===== src/rtl/regfile_pkg.sv =====
// Shared constants for the register file / pending-write scoreboard slice.
package regfile_pkg;

  // Default geometry of the MIPS integer register file.
  localparam int unsigned DEF_DATA_W = 32;
  localparam int unsigned DEF_NREGS  = 32;

  // Address of the hardwired zero register.
  localparam int unsigned REG_ZERO_ADDR = 0;

endpackage : regfile_pkg


===== src/rtl/rf_pending_tracker.sv =====
// Per-register pending-write bits plus an incrementally maintained count.
// Issue/write strobes arrive already qualified (zero register filtered out).
module rf_pending_tracker
  import regfile_pkg::*;
#(
  parameter int unsigned NREGS  = DEF_NREGS,
  parameter int unsigned ADDR_W = $clog2(NREGS)
) (
  input  logic              clock,
  input  logic              reset,
  input  logic              i_write_en,
  input  logic [ADDR_W-1:0] i_write_addr,
  input  logic              i_issue_en,
  input  logic [ADDR_W-1:0] i_issue_addr,
  input  logic              i_flush,
  output logic [NREGS-1:0]  o_pending,
  output logic [ADDR_W:0]   o_count
);

  logic [NREGS-1:0] r_pending;
  logic [ADDR_W:0]  r_count;
  logic [NREGS-1:0] w_pending_next;
  logic             w_inc;
  logic             w_dec;

  // Next pending vector: writeback clears first, then an issue re-sets, so a
  // same-address issue wins (the newer instruction owns the register).
  // The count moves by one for each bit that actually changes state.
  always_comb begin
    w_pending_next = r_pending;
    w_inc          = 1'b0;
    w_dec          = 1'b0;
    if (i_write_en) begin
      w_pending_next[i_write_addr] = 1'b0;
      w_dec = r_pending[i_write_addr] &&
              !(i_issue_en && (i_issue_addr == i_write_addr));
    end
    if (i_issue_en) begin
      w_pending_next[i_issue_addr] = 1'b1;
      w_inc = !r_pending[i_issue_addr];
    end
  end

  // Pending state register: reset over flush over normal update.
  always_ff @(posedge clock) begin
    if (reset) begin
      r_pending <= '0;
      r_count   <= '0;
    end else if (i_flush) begin
      r_pending <= '0;
      r_count   <= '0;
    end else begin
      r_pending <= w_pending_next;
      r_count   <= r_count + (ADDR_W+1)'(w_inc) - (ADDR_W+1)'(w_dec);
    end
  end

  assign o_pending = r_pending;
  assign o_count   = r_count;

endmodule : rf_pending_tracker


===== src/rtl/regfile_scoreboard.sv =====
// Two-read/one-write register file with write-to-read bypass, optional
// hardwired zero register, and a pending-write scoreboard for stall control.
module regfile_scoreboard
  import regfile_pkg::*;
#(
  parameter int unsigned DATA_W   = DEF_DATA_W,
  parameter int unsigned NREGS    = DEF_NREGS,
  parameter int unsigned ADDR_W   = $clog2(NREGS),
  parameter bit          ZERO_REG = 1'b1
) (
  input  logic              clock,
  input  logic              reset,
  input  logic              RegWrite,
  input  logic [ADDR_W-1:0] WriteAddr,
  input  logic [DATA_W-1:0] WriteData,
  input  logic [ADDR_W-1:0] ReadAddr1,
  input  logic [ADDR_W-1:0] ReadAddr2,
  output logic [DATA_W-1:0] ReadData1,
  output logic [DATA_W-1:0] ReadData2,
  output logic              Busy1,
  output logic              Busy2,
  input  logic              Issue,
  input  logic [ADDR_W-1:0] IssueAddr,
  input  logic              Flush,
  output logic [ADDR_W:0]   PendingCount
);

  localparam logic [ADDR_W-1:0] ZERO_ADDR = ADDR_W'(REG_ZERO_ADDR);

  logic [DATA_W-1:0] r_regs [NREGS];
  logic [NREGS-1:0]  w_pending;
  logic              w_write_ok;
  logic              w_issue_ok;

  // Writes and issues aimed at the hardwired zero register are ignored.
  assign w_write_ok = RegWrite && !(ZERO_REG && (WriteAddr == ZERO_ADDR));
  assign w_issue_ok = Issue    && !(ZERO_REG && (IssueAddr == ZERO_ADDR));

  // Data array: reset clears every entry, otherwise take the writeback.
  always_ff @(posedge clock) begin
    if (reset) begin
      for (int i = 0; i < NREGS; i++) r_regs[i] <= '0;
    end else if (w_write_ok) begin
      r_regs[WriteAddr] <= WriteData;
    end
  end

  rf_pending_tracker #(
    .NREGS (NREGS),
    .ADDR_W(ADDR_W)
  ) u_tracker (
    .clock       (clock),
    .reset       (reset),
    .i_write_en  (w_write_ok),
    .i_write_addr(WriteAddr),
    .i_issue_en  (w_issue_ok),
    .i_issue_addr(IssueAddr),
    .i_flush     (Flush),
    .o_pending   (w_pending),
    .o_count     (PendingCount)
  );

  // Read port 1: zero register, then same-cycle bypass, then array.
  // A bypassed value is the completing write, so it is never busy.
  always_comb begin
    ReadData1 = r_regs[ReadAddr1];
    Busy1     = w_pending[ReadAddr1];
    if (ZERO_REG && (ReadAddr1 == ZERO_ADDR)) begin
      ReadData1 = '0;
      Busy1     = 1'b0;
    end else if (RegWrite && (WriteAddr == ReadAddr1)) begin
      ReadData1 = WriteData;
      Busy1     = 1'b0;
    end
  end

  // Read port 2: same selection order as port 1.
  always_comb begin
    ReadData2 = r_regs[ReadAddr2];
    Busy2     = w_pending[ReadAddr2];
    if (ZERO_REG && (ReadAddr2 == ZERO_ADDR)) begin
      ReadData2 = '0;
      Busy2     = 1'b0;
    end else if (RegWrite && (WriteAddr == ReadAddr2)) begin
      ReadData2 = WriteData;
      Busy2     = 1'b0;
    end
  end

endmodule : regfile_scoreboard


===== config.mk =====
export PLATFORM = sky130hd
export DESIGN_NAME = regfile_scoreboard
export DESIGN_NICKNAME = d
export VERILOG_FILES = /design/src/rtl/regfile_pkg.sv /design/src/rtl/rf_pending_tracker.sv /design/src/rtl/regfile_scoreboard.sv
export SDC_FILE = /design/constraint.sdc
export NUM_CORES = 2
export LEC_CHECK = 0
export BUFFER_PORTS_ARGS = -buffer_cell sky130_fd_sc_hd__buf_4
export CELL_PAD_IN_SITES_DETAIL_PLACEMENT = 0
export CELL_PAD_IN_SITES_GLOBAL_PLACEMENT = 1
export CORE_UTILIZATION = 35
export DETAILED_ROUTE_END_ITERATION = 10
export PLACE_DENSITY_LB_ADDON = 0.1
export SLEW_MARGIN = 20
export SYNTH_ARGS = -nofsm -noshare
export SYNTH_HDL_FRONTEND = slang
export SYNTH_HIERARCHICAL = 1
export SYNTH_SLANG_ARGS = --single-unit

===== constraint.sdc =====
create_clock -name clock -period 4.1 [get_ports clock]
set_input_delay 0.41 -clock clock [delete_from_list [all_inputs] [get_ports clock]]
set_output_delay 0.41 -clock clock [all_outputs]
set_load 0.01 [all_outputs]

== Yosys cells after proc, flatten, opt, wreduce, memory -nomap -nowiden ==
Memory sizes are Yosys's and may differ from the RTL's.
Cells that the tools add are included.

* Register bits: 38
* Memory bits (writable): 1024
* Input port bits: 57
* Output and inout port bits: 72
* Memories kept: 1

* Add/sub/neg operators: 2
* Order comparisons: 6
* Equal/unequal tests: 3
* Multiplexer cells: 32
* Bitwise operators: 3
* Reductions and logical operators: 18

{| class="wikitable"
|+ Memories
! name !! words !! width !! read ports !! clocked after Yosys merged registers in !! write ports !! line !! text
|-
| r_regs || 32 || 32 || 2 || 0 || 32 || regfile_scoreboard.sv:30 || <nowiki>logic [DATA_W-1:0] r_regs [NREGS];</nowiki>
|}

{| class="wikitable"
|+ Operators by type and width
! kind !! number
|-
| 2-to-1 mux 32 bit || 7
|-
| bitwise AND 32 bit || 1
|-
| inverter 32 bit || 1
|-
| OR 32 bit || 1
|-
| OR reduction 32 bit || 1
|-
| < comparator 5 x 6 -> 1 bit, second input constant || 4
|-
| binary-select mux 1 bit (select 5 bit) || 4
|-
| logical NOT 5 bit || 4
|-
| 2-to-1 mux 1 bit || 18
|-
| equality test 5 bit || 3
|-
| demux 1 bit (select 5 bit) || 2
|-
| >= comparator 5 x 1 -> 1 bit, second input constant || 2
|-
| logical AND 1 bit || 8
|-
| adder 6 x 1 -> 6 bit || 1
|-
| subtractor 6 x 1 -> 6 bit || 1
|-
| 2-to-1 mux 5 bit || 1
|-
| logical NOT 1 bit || 4
|-
| OR reduction 2 bit || 1
|}

== Logic depth before layout (Yosys ltp) ==
* Depth in word-level cells: 9
* Gate-level depth with buffers: 14
* Mapped depth without buffers: 13

== Modules after synthesis ==
The synthesis kept the hierarchy.

{| class="wikitable"
|+ By module, submodules not included
! module !! times used !! cells each !! area an instance (sq um)
|-
| regfile_scoreboard || 1 || 3740 || 55510.7
|-
| rf_pending_tracker || 1 || 268 || 2327.2
|}

== Least setup slack after synthesis ==
No wires, ideal clock.

* Kind: input to register
* Start: input port WriteAddr[2]
* End: register u_tracker.r_count[4], in the netlist u_tracker/o_count[4]
* Arrival time: 2.867 ns
* Path slack: 1.105 ns
* Cell stages on the path: 13
* Buffers on the path: 1
* Cell sequence: clkbuf_1 -> or3_1 -> o31a_1 -> o21ai_0 -> a31oi_1 -> ha_1 -> inv_1 -> ha_1 -> fa_1 -> a21o_1 -> a21oi_1 -> xor2_1 -> nor2_1

* Elaborated cells between the ends (all ways): 11
* Classes of those cells: add/sub: 1; eq/ne: 1; mux: 3; reduce/logical: 6

{| class="wikitable"
|+ RTL lines
! item !! line !! text
|-
| from (decl) || regfile_scoreboard.sv:14 || <nowiki>input logic [ADDR_W-1:0] WriteAddr,</nowiki>
|-
| logical NOT 5 bit || regfile_scoreboard.sv:36 || <nowiki>assign w_write_ok = RegWrite && !(ZERO_REG && (WriteAddr == ZERO_ADDR));</nowiki>
|-
| logical NOT 1 bit || regfile_scoreboard.sv:36 ||
|-
| logical AND 1 bit || regfile_scoreboard.sv:36 ||
|-
| named net w_write_ok || regfile_scoreboard.sv:32 || <nowiki>logic w_write_ok;</nowiki>
|-
| 2-to-1 mux 1 bit || rf_pending_tracker.sv:33 || <nowiki>if (i_write_en) begin</nowiki>
|-
| subtractor 6 x 1 -> 6 bit || rf_pending_tracker.sv:54 || <nowiki>r_count <= r_count + (ADDR_W+1)'(w_inc) - (ADDR_W+1)'(w_dec);</nowiki>
|-
| to (signal assigned) || rf_pending_tracker.sv:54 ||
|-
| to (decl) || rf_pending_tracker.sv:21 || <nowiki>logic [ADDR_W:0] r_count;</nowiki>
|}

The timed path passes the listed nets, and every way through them passes these cells. The select of a mux whose other input is x is not followed.
A chain may end at the register's enable or synchronous reset.

== Worst setup path after layout ==
* Start: input port ReadAddr2[4]
* End: output port ReadData2[30]

* Word-level cells in the longest chain between the ends: 4
* Elaborated cells between the ends (all ways): 6
* Classes of those cells: eq/ne: 1; mux: 2; reduce/logical: 2; memory: 1

{| class="wikitable"
|+ Ends and longest elaborated chain
! item !! line !! text
|-
| from (decl) || regfile_scoreboard.sv:17 || <nowiki>input logic [ADDR_W-1:0] ReadAddr2,</nowiki>
|-
| parallel branches: the longest is 3 deep, another holds memory (32 x 32 bit) || -- ||
|-
| 2-to-1 mux 32 bit * || regfile_scoreboard.sv:81 || <nowiki>if (ZERO_REG && (ReadAddr2 == ZERO_ADDR)) begin</nowiki>
|-
| to (decl) || regfile_scoreboard.sv:19 || <nowiki>output logic [DATA_W-1:0] ReadData2,</nowiki>
|}

Every way passes the cells marked *.

==> summary.md <==
| Metric | Value |
|---|---|
| Status | completed |
| Critical Path RT | 3.69 ns |
| Internal Power | 20,800 uW |
| Asr flop ratio synth | 0% |
| # setup viols final | 0 |
| Leakage power | ~0.023 uW |
| Slew Viols, Final | 0 |
| Area of the multi-input gates | 24,700 um^2 |
| Antenna violations before repair | 31 |
| CP arrival | 3.10 ns |
| Drt pass-1 iters | 5 |
| Hold/Removal Path Class | in -> reg |
| Final ANT Viol Nets | 0 |
| Yosys reg bits | 1,062 |
| Total Nets Final | approximately 4,200 |
| Total routed wirelength | 239 mm |
| Area Overhead vs Synth | 15.3% |
| Dominant register cell in the synthesized netlist | edfxtp_1 |
| Initial Utilization | 35.4% |
| Minimum clock period | 3.51 ns |
| Max FO, Critical Path | 30 |
| Site Rows | around 150 |
| Proportion of layout cells with a drive suffix above 1 | 26.2% |
| Switching pwr | 7400 uW |
| CORE AREA | roughly 160,000 um^2 |
| Worst setup EP type | output port |
| Worst-Skew Late Latency | 0.78 ns |
| H-tree Lvls | 4 |
| Yosys cell types | 74 |
| Via count | approximately 38,000 |
| Critical path class | in -> out |
| Power Dens Cells | 423 nW/um^2 |
| Actual slew at the worst max-slew pin | 0.995 ns |
| Post-route DRC | 0 |
| CTS resizes | 0 |
| Register area share after synthesis | between 50% and 60% |
| Routed WL per cell | 37.4 um |
| DP HPWL | 143 mm |
| Core Util, Final | 40.8% |
| Post CTS Setup Buffer Count | 0 |
| Clk pin slew, worst setup/hold paths | approximately 0.06 ns |
| Mapped Avg Cell Area | 14.4 um^2 |
| Number of port buffers | ~130 |
| MaxCap Viol Count | 0 |
| Switch share | 26.3% |
| Die area | between 150,000 and 200,000 um^2 |
| Post-Syn Instances | 4,008 |
| Routability Congestion | 0.832 |
| Worst Skew | 0.0127 ns |
| Setup TNS | 0 ns |
| Num Clock Sinks | 1,062 |
| RSZ-0062 raised after global routing | false |
| Crit start category | input pin |
| Final hold vios | 0 |
| CTS tree | done |
| DR iter-0 viols | 4,804 |
| GRT Overall Usage | 28.5% |
| R2r setup slk | 0.98 ns |
| Final worst path period share | 85.5% |
| CTS buffer count | between 100 and 150 |
| Worst VDD drop | 0.438 mV |
| CTS Buffer Depth | 3 |
| Root Driver | clkbuf_16 |
| Synth warnings | 6 |
| Via-to-Cell Ratio | between 5 and 6 |
| Vias in the first global route | 38,000 |
| Largest net degree at the start of global routing | 66 |
| EDFF count, synth | 1,024 |
| Clock Power Share | 41.4% |
| Hold WS | 0.0749 ns |
| Fillers | 15,000 |
| Io pins | roughly 130 |
| First-pass GRT wire length | 326 mm |
| FF/Latch Area | 31,500 um^2 |
| Chip Width | around 410 um |
| Combinational fraction of design power | between 10% and 20% |
| Cell Area, Synth | approximately 58,000 um^2 |
| Die Y | 409 um |
| Part of the power in registers | 45.3% |
| Maximum clock frequency | ~0.29 GHz |
| Rel. slew slack | 33.4% |
| Global route total overflow | 0 |
| Hold bufs inserted after CTS | 5 |
[through the flow]
step	total power (uW)	area (um^2)	setup WS (ns)	instances
final	28200	66700	0.594	6397
after global routing	29000	66600	0.501	6373
after CTS	28300	66600	0.574	6370
after detailed placement	16700	62400	0.629	6126
after global placement	16700	62400	0.456	6126
after floorplan	15000	58000	1.11	4039
[critical path, stage by stage]
cell     delay [ns]
buf_4          0.37
xnor2_1        0.18
nand4_1        0.46
or2_2          0.53
buf_4          0.30
a31oi_1        0.54
buf_4          0.23
[cells by family after synthesis]
logic type,share of synthesized area (%)
compound gates,6.58
fa+ha+maj,0.164
mux,21.8
simple gates,13.2
buf+inv,3.48
xor+xnor,0.288
other cells,0.00648
flops,54.5
[path summary, 6_finish.rpt]
path	start	endpoint	depth (start not counted)
setup / recovery	ReadAddr2[4]	ReadData2[30]	7
hold / removal	IssueAddr[2]	u_tracker/o_pending[19]$_SDFF_PP0_	4
setup reg to reg	u_tracker/o_pending[3]$_SDFF_PP0_	u_tracker/o_count[4]$_SDFF_PP0_	12
hold reg to reg	u_tracker/o_pending[8]$_SDFF_PP0_	u_tracker/o_pending[8]$_SDFF_PP0_	2
[placed cells by master (no fill, tap or decap), types with 38 or more instances in the layout]
cell type,netlist,layout
edfxtp_1,1024,1024
mux4_2,460,460
mux2i_1,200,200
dfxtp_1,38,38
clkbuf_16,0,143
a22oi_1,46,46
buf_12,2,60
buf_4,16,275
a21oi_1,115,115
nand2_1,118,118
o21ai_0,59,59
and2_1,1002,1001
a22o_1,64,64
clkinv_1,9,40
o22ai_1,51,51
[area by class of cell]
| class | instances | area share [%] |
|---|---|---|
| Sequential cell | 1062 | 47.3 |
| Multi-Input combinational cell | 2529 | 37.1 |
| Clock buffer | 179 | 5.57 |
| Timing Repair Buffer | 344 | 5.06 |
| Tap cell | 2175 | 4.08 |
| Clock inverter | 60 | 0.743 |
| Inverter | 21 | 0.118 |
| Antenna cell | 27 | 0.101 |
[registers in the layout, indices dropped and copies added (netlist names)]
signal,flops
r_regs,1024
u_tracker/o_count,6
u_tracker/o_pending,32
[synth_stat cells, types with 7 or more instances]
cell	instances	area, um^2
edfxtp_1	1024	30700
and2_1	1002	6270
mux4_2	460	10400
clkbuf_1	304	1140
mux2i_1	200	2000
nand2_1	118	443
a21oi_1	115	576
buf_2	65	325
a22o_1	64	561
o21ai_0	59	295
o22ai_1	51	319
nor2_1	47	176
a22oi_1	46	345
dfxtp_1	38	761
o221ai_1	33	289
or2_2	33	206
a2111oi_2	30	450
a221oi_1	22	193
nand3_1	22	110
buf_1	20	75.1
buf_6	18	203
a31oi_1	17	106
buf_4	16	120
a32o_1	14	140
o211ai_1	14	105
nand3b_1	13	97.6
xnor2_1	13	114
inv_1	12	45.0
clkinv_1	9	33.8
nor2b_1	9	56.3
mux2_2	8	90.1
o22a_1	8	70.1
o21a_1	7	52.6
or3b_2	7	61.3
[routing by layer]
metal  share of wire, %  track usage, %  up-vias
li1                   -               -    15700
met1                 43            40.5    20400
met2                 46            44.7     1926
met3                8.5            5.30      307
met4                2.5            7.37        6
met5              0.013               0        -
[power by group through the flow]
stage	sequential (uW)	combinational (uW)	clock (uW)
global placement	13000	3720	0
detailed placement	13000	3710	0
finish	12800	3730	11700
floorplan	12900	2120	0
global route	12800	3870	12200
CTS	12800	3720	11900
Note: power is estimated with default switching activity, not from simulation.
